==> config.mk <==
export PLATFORM = sky130hd
export DESIGN_NAME = time_adjust_ctrl
export DESIGN_NICKNAME = d
export VERILOG_FILES = /design/src/rtl/time_adjust_ctrl_pkg.sv /design/src/rtl/time_adjust_ctrl_key_debounce.sv /design/src/rtl/time_adjust_ctrl.sv
export SDC_FILE = /design/constraint.sdc
export NUM_CORES = 1
export LEC_CHECK = 0
export ABC_CLOCK_PERIOD_IN_PS = 6100
export CAP_MARGIN = 20
export CORE_ASPECT_RATIO = 0.75
export CORE_UTILIZATION = 38
export CTS_CLUSTER_SIZE = 10
export DETAILED_ROUTE_END_ITERATION = 7
export GPL_ROUTABILITY_DRIVEN = 0
export PLACE_DENSITY = 0.61
export RECOVER_POWER = 50
export SETUP_SLACK_MARGIN = 0.05
export SYNTH_ARGS = -nofsm -noshare
export SYNTH_HDL_FRONTEND = slang
export SYNTH_HIERARCHICAL = 1
export SYNTH_SLANG_ARGS = --single-unit
==> constraint.sdc <==
create_clock -name CLOCK_50 -period 6.1 [get_ports CLOCK_50]
set_input_delay 1.22 -clock CLOCK_50 [delete_from_list [all_inputs] [get_ports CLOCK_50]]
set_output_delay 1.22 -clock CLOCK_50 [all_outputs]
set_load 0.01 [all_outputs]
==> src/rtl/time_adjust_ctrl_pkg.sv <==
// -----------------------------------------------------------------------------
// time_adjust_ctrl_pkg
// Shared definitions for the front-panel time adjust controller:
//   - FSM state encoding (ST_RUN, ST_ADJUST)
//   - field index encoding shared with time_float and the display
//     (SEL_MS_LO = 0 .. SEL_YEAR_3 = 15)
//   - key slot indices for the debouncer bank
//   - next_field(): select advance with wrap from last back to first
// -----------------------------------------------------------------------------
package time_adjust_ctrl_pkg;

   typedef enum logic {
      ST_RUN    = 1'b0,
      ST_ADJUST = 1'b1
   } state_e;

   typedef enum logic [3:0] {
      SEL_MS_LO,   SEL_MS_HI,   SEL_SEC_LO,  SEL_SEC_HI,
      SEL_MIN_LO,  SEL_MIN_HI,  SEL_HOUR_LO, SEL_HOUR_HI,
      SEL_DAY_LO,  SEL_DAY_HI,  SEL_MON_LO,  SEL_MON_HI,
      SEL_YEAR_0,  SEL_YEAR_1,  SEL_YEAR_2,  SEL_YEAR_3
   } field_e;

   localparam int KEY_MODE = 0;
   localparam int KEY_NEXT = 1;
   localparam int KEY_CLR  = 2;
   localparam int KEY_ADD  = 3;

   function automatic logic [3:0] next_field(input logic [3:0] sel,
                                             input logic [3:0] first,
                                             input logic [3:0] last);
      return (sel == last) ? first : sel + 4'd1;
   endfunction

endpackage

==> src/rtl/time_adjust_ctrl_key_debounce.sv <==
// -----------------------------------------------------------------------------
// key_debounce
// One raw active-low key: 2-flop synchroniser, debounce filter and a one-cycle
// press strobe on the debounced released->pressed transition.
// Ports:
//   CLOCK_50  in  system clock
//   rst_n     in  asynchronous active-low reset
//   key_n     in  raw key, low = pressed
//   level     out debounced level, 1 = pressed (registered)
//   press     out one-cycle strobe when level becomes pressed (registered)
// -----------------------------------------------------------------------------
module key_debounce #(
   parameter int DEBOUNCE_CYCLES = 1_000_000
) (
   input  logic CLOCK_50,
   input  logic rst_n,
   input  logic key_n,
   output logic level,
   output logic press
);

   localparam int CW = $clog2(DEBOUNCE_CYCLES + 1);
   localparam logic [CW-1:0] CNT_LAST = CW'(DEBOUNCE_CYCLES - 1);

   // sync[1] is the metastability-filtered key, already inverted to pressed=1
   logic [1:0]    sync;
   logic [CW-1:0] cnt;

   // NOTE: sequential state uses non-blocking assignments only, so every flop
   // samples the pre-edge value of its neighbours regardless of block order.
   always_ff @(posedge CLOCK_50 or negedge rst_n) begin
      if (!rst_n) begin
         sync <= 2'b00;
      end else begin
         sync <= {sync[0], ~key_n};
      end
   end

   // Counts consecutive samples that disagree with the accepted level; any
   // agreeing sample restarts the count, so bounce never accumulates.
   always_ff @(posedge CLOCK_50 or negedge rst_n) begin
      if (!rst_n) begin
         cnt   <= '0;
         level <= 1'b0;
         press <= 1'b0;
      end else begin
         press <= 1'b0;
         if (sync[1] == level) begin
            cnt <= '0;
         end else if (cnt == CNT_LAST) begin
            cnt   <= '0;
            level <= sync[1];
            press <= sync[1];
         end else begin
            cnt <= cnt + 1'b1;
         end
      end
   end

endmodule

==> src/rtl/time_adjust_ctrl.sv <==
// -----------------------------------------------------------------------------
// time_adjust_ctrl
// Front-panel controller for the time_float counter chain. Debounces four raw
// keys, runs a RUN/ADJUST FSM and drives time_float's adjust/select/add/clr as
// registered, glitch-free signals, plus a blink mask for the display.
// Optional build macro: AUTO_REPEAT_EN (auto-repeat of a held add key).
// Ports:
//   CLOCK_50    in   system clock, 50 MHz
//   rst_n       in   asynchronous active-low reset
//   key_mode_n  in   raw key, low = pressed: enter/leave ADJUST
//   key_next_n  in   raw key, low = pressed: next field
//   key_add_n   in   raw key, low = pressed: increment field
//   key_clr_n   in   raw key, low = pressed: clear field
//   adjust      out  1 = clock-driven (RUN), 0 = manual
//   select      out  field index 0..15
//   add         out  increment pulse, PULSE_CYCLES wide
//   clr         out  clear pulse, PULSE_CYCLES wide
//   blink_mask  out  one-hot of select gated by blink phase, 0 in RUN
//   in_adjust   out  status LED, 1 in ADJUST
// -----------------------------------------------------------------------------
module time_adjust_ctrl
   import time_adjust_ctrl_pkg::*;
#(
`ifdef AUTO_REPEAT_EN
   parameter int REPEAT_DELAY    = 25_000_000,
   parameter int REPEAT_PERIOD   = 5_000_000,
`endif
   parameter int         DEBOUNCE_CYCLES = 1_000_000,
   parameter int         PULSE_CYCLES    = 4,
   parameter logic [3:0] SEL_FIRST       = SEL_SEC_LO,
   parameter logic [3:0] SEL_LAST        = SEL_YEAR_3,
   parameter int         TIMEOUT_CYCLES  = 500_000_000,
   parameter int         BLINK_HALF      = 12_500_000
) (
   input  logic        CLOCK_50,
   input  logic        rst_n,
   input  logic        key_mode_n,
   input  logic        key_next_n,
   input  logic        key_add_n,
   input  logic        key_clr_n,
   output logic        adjust,
   output logic [3:0]  select,
   output logic        add,
   output logic        clr,
   output logic [15:0] blink_mask,
   output logic        in_adjust
);

   localparam int PW = $clog2(PULSE_CYCLES + 1);
   localparam int TW = $clog2(TIMEOUT_CYCLES + 1);
   localparam int BW = $clog2(BLINK_HALF + 1);
   localparam logic [PW-1:0] PULSE_LOAD = PW'(PULSE_CYCLES);
   localparam logic [TW-1:0] TIMER_MAX  = TW'(TIMEOUT_CYCLES);
   localparam logic [BW-1:0] BLINK_LAST = BW'(BLINK_HALF - 1);

   // ---------------------------------------------------------------- keys
   logic [3:0] key_raw, key_level, key_press;

   assign key_raw[KEY_MODE] = key_mode_n;
   assign key_raw[KEY_NEXT] = key_next_n;
   assign key_raw[KEY_CLR]  = key_clr_n;
   assign key_raw[KEY_ADD]  = key_add_n;

   for (genvar k = 0; k < 4; k++) begin : g_key
      key_debounce #(.DEBOUNCE_CYCLES(DEBOUNCE_CYCLES)) u_db (
         .CLOCK_50 (CLOCK_50),
         .rst_n    (rst_n),
         .key_n    (key_raw[k]),
         .level    (key_level[k]),
         .press    (key_press[k])
      );
   end

   // Only the add level feeds logic, and only with auto-repeat built in.
   logic unused_key_level;
   assign unused_key_level = ^key_level;

   // ---------------------------------------------------------------- state
   state_e        state, state_n;
   logic [3:0]    select_n;
   logic          adjust_n, add_n, clr_n, in_adjust_n;
   logic [15:0]   blink_mask_n;
   logic [PW-1:0] pulse_cnt, pulse_cnt_n;
   logic [TW-1:0] timer, timer_n;
   logic [BW-1:0] blink_cnt, blink_cnt_n;
   logic          phase, phase_n;
   logic          pend_mode, pend_next, pend_clr, pend_add;
   logic          pend_mode_n, pend_next_n, pend_clr_n, pend_add_n;

   logic ev_add, ev_any, busy, timeout;
   logic req_mode, req_next, req_clr, req_add;

   // ---------------------------------------------------------- auto-repeat
`ifdef AUTO_REPEAT_EN
   localparam int RMAX = (REPEAT_DELAY > REPEAT_PERIOD) ? REPEAT_DELAY : REPEAT_PERIOD;
   localparam int RW   = $clog2(RMAX + 1);
   localparam logic [RW-1:0] DELAY_LAST  = RW'(REPEAT_DELAY - 1);
   localparam logic [RW-1:0] PERIOD_LAST = RW'(REPEAT_PERIOD - 1);

   logic [RW-1:0] rpt_cnt;
   logic          rpt_armed, rpt_hold, rpt_ev;

   // Counting restarts on every genuine press so the first repeat is always
   // REPEAT_DELAY after the press event; afterwards the period applies.
   assign rpt_hold = (state == ST_ADJUST) && key_level[KEY_ADD] && !key_press[KEY_ADD];
   assign rpt_ev   = rpt_hold && (rpt_cnt == (rpt_armed ? PERIOD_LAST : DELAY_LAST));

   always_ff @(posedge CLOCK_50 or negedge rst_n) begin
      if (!rst_n) begin
         rpt_cnt   <= '0;
         rpt_armed <= 1'b0;
      end else if (!rpt_hold) begin
         rpt_cnt   <= '0;
         rpt_armed <= 1'b0;
      end else if (rpt_ev) begin
         rpt_cnt   <= '0;
         rpt_armed <= 1'b1;
      end else begin
         rpt_cnt <= rpt_cnt + 1'b1;
      end
   end

   assign ev_add = key_press[KEY_ADD] | rpt_ev;
`else
   assign ev_add = key_press[KEY_ADD];
`endif

   assign ev_any  = key_press[KEY_MODE] | key_press[KEY_NEXT] | key_press[KEY_CLR] | ev_add;
   // A pulse in flight plus the one guard cycle after it blocks any action.
   assign busy    = (pulse_cnt != '0);
   assign timeout = (timer == TIMER_MAX);

   // Requests merge fresh strobes with the 1-deep pending flags.
   assign req_mode = key_press[KEY_MODE] | pend_mode | timeout;
   assign req_next = key_press[KEY_NEXT] | pend_next;
   assign req_clr  = key_press[KEY_CLR]  | pend_clr;
   assign req_add  = ev_add              | pend_add;

   // ------------------------------------------------------- next-state logic
   // NOTE: every signal written here gets a default first, so no path through
   // the block can leave one unassigned and infer a latch.
   always_comb begin
      state_n     = state;
      select_n    = select;
      adjust_n    = adjust;
      pend_mode_n = 1'b0;
      pend_next_n = 1'b0;
      pend_clr_n  = 1'b0;
      pend_add_n  = 1'b0;

      // Pulse shaping: add/clr drop when the count reaches 0; the extra cycle
      // at count 0 -> not busy gives the guard cycle after the pulse.
      if (busy) begin
         pulse_cnt_n = pulse_cnt - 1'b1;
         add_n       = add && (pulse_cnt_n != '0);
         clr_n       = clr && (pulse_cnt_n != '0);
      end else begin
         pulse_cnt_n = '0;
         add_n       = 1'b0;
         clr_n       = 1'b0;
      end

      // Idle timer saturates at the timeout value until an exit clears it.
      if (state == ST_ADJUST && !ev_any) begin
         timer_n = timeout ? timer : timer + 1'b1;
      end else begin
         timer_n = '0;
      end

      if (blink_cnt == BLINK_LAST) begin
         blink_cnt_n = '0;
         phase_n     = ~phase;
      end else begin
         blink_cnt_n = blink_cnt + 1'b1;
         phase_n     = phase;
      end

      case (state)
         ST_RUN: begin
            if (key_press[KEY_MODE]) begin
               state_n     = ST_ADJUST;
               select_n    = SEL_FIRST;
               adjust_n    = 1'b0;
               timer_n     = '0;
               blink_cnt_n = '0;
               phase_n     = 1'b1;
            end
         end
         ST_ADJUST: begin
            // Anything not acted on this cycle stays (or becomes) pending.
            pend_mode_n = req_mode;
            pend_next_n = req_next;
            pend_clr_n  = req_clr;
            pend_add_n  = req_add;
            if (!busy) begin
               if (req_mode) begin
                  state_n     = ST_RUN;
                  adjust_n    = 1'b1;
                  timer_n     = '0;
                  pend_mode_n = 1'b0;
                  pend_next_n = 1'b0;
                  pend_clr_n  = 1'b0;
                  pend_add_n  = 1'b0;
               end else if (req_next) begin
                  select_n    = next_field(select, SEL_FIRST, SEL_LAST);
                  pend_next_n = 1'b0;
                  blink_cnt_n = '0;
                  phase_n     = 1'b1;
               end else if (req_clr) begin
                  pulse_cnt_n = PULSE_LOAD;
                  clr_n       = 1'b1;
                  pend_clr_n  = 1'b0;
               end else if (req_add) begin
                  pulse_cnt_n = PULSE_LOAD;
                  add_n       = 1'b1;
                  pend_add_n  = 1'b0;
               end
            end
         end
      endcase

      in_adjust_n  = (state_n == ST_ADJUST);
      blink_mask_n = (state_n == ST_ADJUST && phase_n) ? (16'h0001 << select_n) : 16'h0000;
   end

   // ------------------------------------------------------------ registers
   always_ff @(posedge CLOCK_50 or negedge rst_n) begin
      if (!rst_n) begin
         state      <= ST_RUN;
         select     <= 4'd0;
         adjust     <= 1'b1;
         add        <= 1'b0;
         clr        <= 1'b0;
         blink_mask <= 16'h0000;
         in_adjust  <= 1'b0;
         pulse_cnt  <= '0;
         timer      <= '0;
         blink_cnt  <= '0;
         phase      <= 1'b0;
         pend_mode  <= 1'b0;
         pend_next  <= 1'b0;
         pend_clr   <= 1'b0;
         pend_add   <= 1'b0;
      end else begin
         state      <= state_n;
         select     <= select_n;
         adjust     <= adjust_n;
         add        <= add_n;
         clr        <= clr_n;
         blink_mask <= blink_mask_n;
         in_adjust  <= in_adjust_n;
         pulse_cnt  <= pulse_cnt_n;
         timer      <= timer_n;
         blink_cnt  <= blink_cnt_n;
         phase      <= phase_n;
         pend_mode  <= pend_mode_n;
         pend_next  <= pend_next_n;
         pend_clr   <= pend_clr_n;
         pend_add   <= pend_add_n;
      end
   end

endmodule
==> results.md <==
* Die area at 23600 sq um
* Gate Count Post-Synth at 841
* Leading cell type in the layout, fill and taps excluded: dfrtp_1
* R2r startpoint: timer[0]$_DFF_PN0_
* Port-buffer cells at 29
* Initial core utilization at 39.1%
* Final Routed Wirelength at 15900 um
* Worst Skew at 0.0118 ns
* Worst Hold Depth at 0
* Resized Gates After CTS at 0
* Clock slew at the register clock pins of the worst setup and hold paths at 0.07 ns
* Logic gate share of total power at 2.2%
* Mapped cell area at 8750 sq um
* Psw at 546 uW
* Die Y at 133 um
* Detailed Place HPWL at 10700 um
* Net Sw Frac at 23.2%
* Post-synth net total at 855
* Crit path time final at 2.89 ns
* Worst reg-to-reg path cell count at 8
* Sequential share of the synthesized area at 51.8%
* RSZ-0062 raised after global routing: no
* Initial DRC count at 408
* Initial antenna violation count at 0
* Core box area at 22300 sq um
* Total track usage at 14.7%
* Asr flop ratio synth at 100%
* Nature of the critical path endpoint: primary output
* Via-to-Cell Ratio at 5.03
* Peak supply drop at 0.195 mV
* Worst skew pair latency at 0.44 ns
* Placed cells at 1153
* Layout cells sized above 1 at 8.75%
* Fin nets at 892
* Reg-to-reg setup timing slack at 3.26 ns
* CTS tree: yes
* Max Slew Vio Count at 0
* EDFF count, synth at 0
* Post-synthesis average cell area at 10.4 sq um
* Post-route ant nets at 0
* Max incr delay on CP at 0.65 ns
* Worst hold start: g_key[2].u_db/sync[0]$_DFF_PN0_
* Finished Layout Cells at 1185
* Number of synthesis warnings at 6
* Post-CTS Hold Buffers at 0
* Io pins at 30
* WL per Instance at 13.4 um
* Max-cap violation count at 0
* Clock share of power at 46.1%
* Post-CTS setup buffer count at 0
* WS Path Type: flop to primary output
* Worst hold slack at 0.350 ns
* Place WS at 3.22 ns
* Most frequent cells in the layout: dfrtp_1 (180), nor2_1 (163), nand2_1 (53), xnor2_1 (53), xor2_1 (51)
* Tightest Hold Check Type: flop to flop
* Max Buffers Root-to-Sink at 2
* Status: complete, no violations
* Final setup viols at 0
* Synthesis-to-finish area growth at 12.9%
* Largest net degree at the start of global routing at 71
* Sequential power share at 51.7%
* Rel. slew slack at 33.0%
* Setup TNS at 0 ns
* Final global-route overflow total at 0
* Fmax at 346 MHz
* Die extent in x at 177 um
* Crit path required time at 4.88 ns
* Arrival time at the worst endpoint at 1.67 ns
* DR DRC count at 0
* Flops & latches, synth at 181
* ANT cells at 0
* Final period util at 47.4%
* First-pass GRT wire length at 27800 um
* Vias in the first global route at 5610
* Netlist cell types at 56
* Clk sinks at 181
* Final setup margin at 3.21 ns
* Slowest CP cell: clkdlybuf4s50_1
* Crit-path max FO at 13
* Placed instance area at 9370 sq um
* LEAKAGE at 4.04 nW
* Final Instance Area at 9880 sq um
* Final Hold Fails at 0
* CTS Root Cell: clkbuf_16
* CTS Buf Count at 17
* WHS Endpoint: g_key[2].u_db/sync[1]$_DFF_PN0_
* H-tree levels at 4
* Std cell rows at 47
* First-pass iteration count of the detailed router at 4
* Internal power at 1.81 mW
* Cell family with most CP delay: buffers and inverters
* Slew @ Worst Pin at 1.00 ns
* WP buf/inv at 1
* Top_reg_cell synth: dfrtp_1
* Worst R2R End: blink_cnt[2]$_DFF_PN0_
* CP startpoint kind: flop
* Worst path cell trace: clkdlybuf4s50_1
* Power density cells at 238 nW/um^2
* Via count at 5956
registers in the layout, summed over array words and instances (netlist names):
| name | count |
|---|---|
| timer | 29 |
| pend_next | 1 |
| adjust | 1 |
| blink_mask | 16 |
| phase | 1 |
| pend_add | 1 |
| select | 4 |
| g_key.u_db/cnt | 80 |
| g_key.u_db/press | 4 |
| clr | 1 |
| g_key.u_db/sync | 8 |
| blink_cnt | 24 |
| state | 1 |
| pend_clr | 1 |
| pulse_cnt | 3 |
| pend_mode | 1 |
| add | 1 |
| g_key.u_db/level | 4 |
through the flow:
stage               total power, mW  utilization (%)
global placement               1.29             41.8
floorplan                      1.26                -
finish                         2.35             44.2
detailed placement             1.29             41.9
global route                   2.45             44.2
CTS                            2.39             44.5
Yosys cell counts (5+ instances only):
cell	instances	share of area [%]
mux2i_1	6	0.69
o21ai_0	22	1.3
xnor2_1	53	5.3
nand3_2	8	0.92
a21oi_1	25	1.4
nand2_1	53	2.3
nor4_2	8	1.1
and3_1	16	1.1
nand4_2	8	1.1
mux2_4	5	0.86
nor2_1	163	7.0
and2_1	5	0.36
ha_1	8	1.1
or4_1	13	1.1
and4_1	9	0.90
nor3_1	17	0.97
nand4_1	18	1.3
dfrtp_1	180	51
nand3_1	47	2.7
inv_1	21	0.90
xor2_1	51	5.1
or3_1	13	0.93
nor4_1	9	0.64
o31ai_1	12	1.0
worst register-to-register path, delay by kind of cell (launching register included):
family                     cells  cell delay [ns]
adders and majority gates      1             0.15
DFF                            1             0.41
buffers and inverters          1             0.11
and+or+nand+nor                6             2.09
logic make-up after synthesis:
logic type | Yosys count | share of synthesized area, %
xor gates and xnor gates | 104 | 10.4
AOI/OAI and AO/OA | 70 | 5.64
muxes | 12 | 1.80
and+or+nand+nor | 430 | 27.3
adders and majority gates | 8 | 1.14
buffers and inverters | 36 | 1.95
DFF | 181 | 51.8
cell type report:
cell class              count  area, sq um
well taps                 294          368
clock buffers              18          439
fillers                  2155        12500
multi-input cells         624         3980
repair buffers             32          337
clock inverters            14          140
inverters                  22         82.6
flip-flops and latches    181         4530
power groups by stage:
stage	combinational [mW]	clock [mW]	sequential, mW
2_1_floorplan	0.0214	0	1.24
3_3_place_gp	0.0539	0	1.24
3_5_place_dp	0.0542	0	1.24
4_1_cts	0.0551	1.12	1.22
5_1_grt	0.0604	1.17	1.22
6_report	0.0514	1.08	1.22
routing by layer:
layer  part of all wire [%]  global-route usage, %
met1                     55                   22.6
met2                     41                   20.0
met3                    3.6                   4.22
met4                   0.83                   3.30
met5                      0                      0
worst max path at each step:
| stage | startpoint | endpoint | cells after the start | slack (ns) |
|---|---|---|---|---|
| 2_1_floorplan | timer[0]$_DFF_PN0_ | blink_mask[2]$_DFF_PN0_ | 9 | 3.65 |
| 3_3_place_gp | timer[0]$_DFF_PN0_ | timer[5]$_DFF_PN0_ | 8 | 3.05 |
| 3_5_place_dp | timer[0]$_DFF_PN0_ | blink_cnt[10]$_DFF_PN0_ | 8 | 3.22 |
| 4_1_cts | state$_DFF_PN0_ | in_adjust | 1 | 3.19 |
| 5_1_grt | timer[0]$_DFF_PN0_ | blink_cnt[5]$_DFF_PN0_ | 8 | 3.01 |
| 6_report | state$_DFF_PN0_ | in_adjust | 1 | 3.21 |
Note: power is estimated with default switching activity, not from simulation.
